--- src/rtl/dct_transpose_bank_ctrl.sv ---
// dct_transpose_bank_ctrl
// Multi-bank transpose-buffer controller sitting between DCT stage 1 (column
// writer) and stage 2 (row reader). Stage-1 columns are steered to a one-hot
// entry enable inside the current write bank. A bank becomes full after N
// accepted writes. Full banks are handed to stage 2 in order, and each bank is
// released again after N acknowledged reads.
// Up to BANKS blocks can be buffered at the same time.

module dct_transpose_bank_ctrl #(
  parameter  int N     = 8,
  parameter  int BANKS = 2,
  localparam int IW    = $clog2(N),
  localparam int BW    = $clog2(BANKS)
) (
  input  logic          clk,
  input  logic          rst,
  input  logic          start,
  input  logic          wr_en_col,
  output logic          wr_ready,
  output logic [N-1:0]  wr_en_entry,
  output logic [BW-1:0] wr_bank,
  output logic          col_done,
  output logic          rd_valid,
  input  logic          rd_ack,
  output logic [IW-1:0] rd_idx,
  output logic [BW-1:0] rd_bank,
  output logic          row_done,
  output logic [BW:0]   full_cnt,
  output logic          wr_ovf
);

  localparam int CW = BW + 1;

  // Bank pointers advance round-robin. The wrap is explicit because BANKS
  // need not be a power of two.
  function automatic logic [BW-1:0] next_bank(input logic [BW-1:0] b);
    logic [BW-1:0] nb;
    if (b == BW'(BANKS - 1)) begin
      nb = {BW{1'b0}};
    end else begin
      nb = b + BW'(1);
    end
    return nb;
  endfunction

  // Architectural state
  logic [IW-1:0]    wr_cnt_q,   wr_cnt_d;
  logic [IW-1:0]    rd_cnt_q,   rd_cnt_d;
  logic [BW-1:0]    wr_bank_q,  wr_bank_d;
  logic [BW-1:0]    rd_bank_q,  rd_bank_d;
  logic [BANKS-1:0] full_q,     full_d;
  logic [CW-1:0]    full_cnt_q, full_cnt_d;
  logic             wr_ovf_q,   wr_ovf_d;

  // Datapath decode
  logic             wr_ready_s;
  logic             rd_valid_s;
  logic             accept_s;
  logic             reject_s;
  logic             rd_fire_s;
  logic [IW-1:0]    eff_cnt_s;
  logic             col_done_s;
  logic             row_done_s;
  logic [N-1:0]     wr_en_entry_s;

  // Handshake decode. Readiness and validity depend only on registers, so
  // there is no combinational path from rd_ack to wr_ready, and none from
  // wr_en_col to rd_valid.
  always_comb begin
    wr_ready_s = ~full_q[wr_bank_q];
    rd_valid_s = full_q[rd_bank_q];
    accept_s   = wr_en_col & wr_ready_s;
    reject_s   = wr_en_col & ~wr_ready_s;
    rd_fire_s  = rd_valid_s & rd_ack;
    if (start) begin
      eff_cnt_s = {IW{1'b0}};
    end else begin
      eff_cnt_s = wr_cnt_q;
    end
    col_done_s = accept_s & (eff_cnt_s == IW'(N - 1));
    row_done_s = rd_fire_s & (rd_cnt_q == IW'(N - 1));
  end

  // One-hot entry enable for the accepted column. It is all zero when no
  // write is accepted.
  always_comb begin
    wr_en_entry_s = {N{1'b0}};
    for (int i = 0; i < N; i++) begin
      if (accept_s && (eff_cnt_s == IW'(i))) begin
        wr_en_entry_s[i] = 1'b1;
      end else begin
        wr_en_entry_s[i] = 1'b0;
      end
    end
  end

  // Write-side next state: the entry counter, the bank pointer and the sticky
  // overflow flag.
  always_comb begin
    wr_cnt_d  = wr_cnt_q;
    wr_bank_d = wr_bank_q;
    wr_ovf_d  = wr_ovf_q | reject_s;
    if (col_done_s) begin
      wr_cnt_d  = {IW{1'b0}};
      wr_bank_d = next_bank(wr_bank_q);
    end else if (accept_s) begin
      wr_cnt_d  = eff_cnt_s + IW'(1);
    end else if (start) begin
      // A restart with no accepted write only rewinds the entry counter.
      wr_cnt_d  = {IW{1'b0}};
    end else begin
      wr_cnt_d  = wr_cnt_q;
    end
  end

  // Read-side next state: the row counter and the bank pointer.
  always_comb begin
    rd_cnt_d  = rd_cnt_q;
    rd_bank_d = rd_bank_q;
    if (row_done_s) begin
      rd_cnt_d  = {IW{1'b0}};
      rd_bank_d = next_bank(rd_bank_q);
    end else if (rd_fire_s) begin
      rd_cnt_d  = rd_cnt_q + IW'(1);
    end else begin
      rd_cnt_d  = rd_cnt_q;
    end
  end

  // Full flags and occupancy count. A block completing on the write side and
  // a block freeing on the read side are always in different banks, so both
  // flag updates apply. Their effect on the count cancels out.
  always_comb begin
    full_d = full_q;
    for (int b = 0; b < BANKS; b++) begin
      if (col_done_s && (wr_bank_q == BW'(b))) begin
        full_d[b] = 1'b1;
      end else if (row_done_s && (rd_bank_q == BW'(b))) begin
        full_d[b] = 1'b0;
      end else begin
        full_d[b] = full_q[b];
      end
    end
    case ({col_done_s, row_done_s})
      2'b10:   full_cnt_d = full_cnt_q + CW'(1);
      2'b01:   full_cnt_d = full_cnt_q - CW'(1);
      default: full_cnt_d = full_cnt_q;
    endcase
  end

  // State register. Synchronous reset discards all buffered and partial
  // blocks.
  always_ff @(posedge clk) begin
    if (rst) begin
      wr_cnt_q   <= {IW{1'b0}};
      rd_cnt_q   <= {IW{1'b0}};
      wr_bank_q  <= {BW{1'b0}};
      rd_bank_q  <= {BW{1'b0}};
      full_q     <= {BANKS{1'b0}};
      full_cnt_q <= {CW{1'b0}};
      wr_ovf_q   <= 1'b0;
    end else begin
      wr_cnt_q   <= wr_cnt_d;
      rd_cnt_q   <= rd_cnt_d;
      wr_bank_q  <= wr_bank_d;
      rd_bank_q  <= rd_bank_d;
      full_q     <= full_d;
      full_cnt_q <= full_cnt_d;
      wr_ovf_q   <= wr_ovf_d;
    end
  end

  // Output mapping
  assign wr_ready    = wr_ready_s;
  assign wr_en_entry = wr_en_entry_s;
  assign wr_bank     = wr_bank_q;
  assign col_done    = col_done_s;
  assign rd_valid    = rd_valid_s;
  assign rd_idx      = rd_cnt_q;
  assign rd_bank     = rd_bank_q;
  assign row_done    = row_done_s;
  assign full_cnt    = full_cnt_q;
  assign wr_ovf      = wr_ovf_q;

endmodule

--- config.mk ---
export PLATFORM = sky130hd
export DESIGN_NAME = dct_transpose_bank_ctrl
export DESIGN_NICKNAME = d
export VERILOG_FILES = /design/src/rtl/dct_transpose_bank_ctrl.sv
export SDC_FILE = /design/constraint.sdc
export NUM_CORES = 1
export LEC_CHECK = 0
export ABC_AREA = 1
export CORE_MARGIN = 2
export CORE_UTILIZATION = 49
export DETAILED_ROUTE_END_ITERATION = 6
export PLACE_DENSITY = 0.9
export SLEW_MARGIN = 25
export SYNTH_ARGS = -nofsm -noshare
export SYNTH_HDL_FRONTEND = slang
export SYNTH_SLANG_ARGS = --single-unit
--- constraint.sdc ---
create_clock -name clk -period 3.2 [get_ports clk]
set_input_delay 0.48 -clock clk [delete_from_list [all_inputs] [get_ports clk]]
set_output_delay 0.48 -clock clk [all_outputs]
set_load 0.005 [all_outputs]
==> flow_metrics.tcl <==
set metrics [dict create \
    slew-limit-headroom 0.684 \
    hold_buffers 0 \
    clockBufferDepth 2 \
    setup_viol 0 \
    cap_violations 0 \
    seq_power_share 0.558 \
    io_pins 25 \
    ys_seq_area_frac 0.306 \
    grt_max_degree 11 \
    grt-ovfl-total 0 \
    drc 0 \
    clock_skew_ns 0.00773 \
    post-route-period-util 0.914 \
    ys_ff_latch 13 \
    cts_htree_levels 1 \
    cellPowerDensity_mw_per_mm2 261 \
    post_cts_buffers 0 \
    cts_buffers 3 \
    critical_path_arrival_ns 2.45 \
    antenna_left 0 \
    wl_per_cell_um 11.5 \
    cp.required_ns 2.72 \
    synth_adder_area_share 0.132 \
    die_y_um 45.7 \
    first_global_vias 733 \
    grt_pass1_wl_um 2990 \
    worst-path-max-fanout 4 \
    dp_hpwl_um 1430 \
    synth_area_leaders "dfxtp_1 (31%), ha_1 (13%), inv_1 (7.5%)" \
    hold_path.class "flop to flop" \
    drv_slew 0 \
    clock-root-buffer "clkbuf_4" \
    combPwrFrac 0.092 \
    placed_cells 145 \
    yosys.area_share.simple 0.349 \
    power_leakage_uw 0.000460 \
    synth_cells 107 \
    area_growth_pct 31.8 \
    ys_warn_count 0 \
    crit_type "primary input to primary output" \
    worstHoldStart "wr_ovf" \
    totalWireLength_um 1720 \
    dr_total_vias 789 \
    status "finished clean" \
    synth_top_area_cell "dfxtp_1" \
    drive_gt1_frac 0.182 \
    clock_power_share 0.350 \
    synth_area_um2 851 \
    die_x_um 45.7 \
    wl_met3_um 93 \
    fin_util 0.671 \
    drtIter0Drc 7 \
    cp-start-kind "primary input" \
    final_cell_mix "clkdlybuf4s50_1 (24), inv_1 (17), nand2_1 (13), dfxtp_1 (13), ha_1 (9)" \
    syn_area_per_cell_um2 7.95 \
    fmax_mhz 342 \
    first_pass_iters 4 \
    finalNetCount 147 \
    post-route-min-period_ns 2.93 \
    wl_met2_um 890 \
    highest_layer "met4" \
    core_area_mm2 0.00167 \
    routed_via_density 5.30 \
    crit_start "start" \
    synth_top_family_by_area "simple AND/OR/NAND/NOR gates" \
    antennaDiodeCount 0 \
    numPortBuffers 24 \
    antenna_found_initial 0 \
    fin_cells 149 \
    start_util 0.509 \
    synthMuxAreaShare 0 \
    grtUsageTotal 0.197 \
    synth.distinct_cells 24 \
    hold_viol 0 \
    die_area_mm2 0.00209 \
    layout_commonest_cell "clkdlybuf4s50_1" \
    clkLatencyLatePin_ns 0.28 \
    clk_pin_slew_ns 0.07 \
    synth-xor-area-share 0 \
    reg2reg_from "wr_cnt_q[0]" \
    dp_worst_setup_slack_ns 0.280 \
    fin_setup_tns_ns 0 \
    rsz0062_at_grt "no" \
    cts_tree "yes" \
    intPower_uw 221 \
    place_congestion 0.765 \
    setup.worst_path.end_class "primary output" \
    power.switching_uw 71.2 \
    cts.sinks 13 \
    synth_compound_area_frac 0.107 \
    rows 15 \
    tightest_slew_ns 0.473 \
    wl_met1_um 697 \
    setup_ws_ns 0.275 \
    cts_resized 0 \
    swShare 0.244 \
    synth_fp_nets 121 \
    vdd_ir_drop_max_v 0.000219 \
    synth.top_cell.area_share 0.306 \
    power.total_uw 292 \
]
==> kinds of logic (layout without fill, tap and decap cells) <==
family,after synthesis,in the layout
buffers and inverters,22,47
AO/OA/AOI/OAI,14,14
AND/OR/NAND/NOR,49,49
adder cells (fa/ha/maj),9,9
flip-flops,13,13
==> stage by stage <==
step           hold WS, ns  instance area [µm²]
3_3_place_gp         0.461                 1090
6_report             0.483                 1120
4_1_cts              0.485                 1120
2_1_floorplan        0.461                  851
3_5_place_dp         0.467                 1090
5_1_grt              0.515                 1120
==> area by class of cell <==
class | instances | area (µm²)
Clock inverter | 1 | 5.00
Timing Repair Buffer | 24 | 240
Fill cell | 162 | 549
Multi-Input combinational cell | 72 | 500
Inverter | 19 | 71.3
Sequential cell | 13 | 260
Tap cell | 17 | 21.3
Clock buffer | 3 | 22.5
==> registers in the layout, indices dropped and copies added, names as in the netlist <==
signal / flops
rd_idx: 3
wr_cnt_q: 3
full_cnt: 2
full_q: 2
rd_bank: 1
wr_bank: 1
wr_ovf: 1
==> Yosys cell counts (all sizes together) <==
| cell type | count |
|---|---|
| nand3 | 7 |
| o21ai | 1 |
| nand2 | 22 |
| nand4 | 4 |
| nor3 | 6 |
| dfxtp | 13 |
| buf | 2 |
| a31o | 2 |
| a21oi | 9 |
| a31oi | 2 |
| nor2 | 8 |
| ha | 9 |
| or2 | 1 |
| inv | 19 |
| clkbuf | 1 |
| nand3b | 1 |
==> power groups by stage <==
stage	Sequential (µW)	Combinational (µW)	Clock, µW
floorplan	167	16.7	0
global placement	167	26.6	0
detailed placement	167	27.1	0
CTS	163	27.3	106
global route	163	29.5	116
finish	163	27.0	102
==> final timing paths <==
| path | end | slack, ns | cells past startpoint |
|---|---|---|---|
| max | col_done | 0.27 | 7 |
| min | wr_ovf | 0.48 | 2 |
| min reg2reg | wr_ovf | 0.48 | 2 |
| max reg2reg | full_cnt[1] | 1.20 | 9 |
==> routing by layer <==
layer,track usage,vias to the layer above
li1,-,402
met1,0.213,359
met2,0.358,23
met3,0.0437,5
met4,0.0882,0
met5,0,-
==> critical path, stage by stage <==
cell and delay [ns]:
clkdlybuf4s50_1 0.46, nor2_1 0.29, ha_1 0.24, ha_1 0.24
nand3_4 0.11, inv_1 0.11, clkdlybuf4s50_1 0.50
Note: power is estimated with default switching activity, not from simulation.
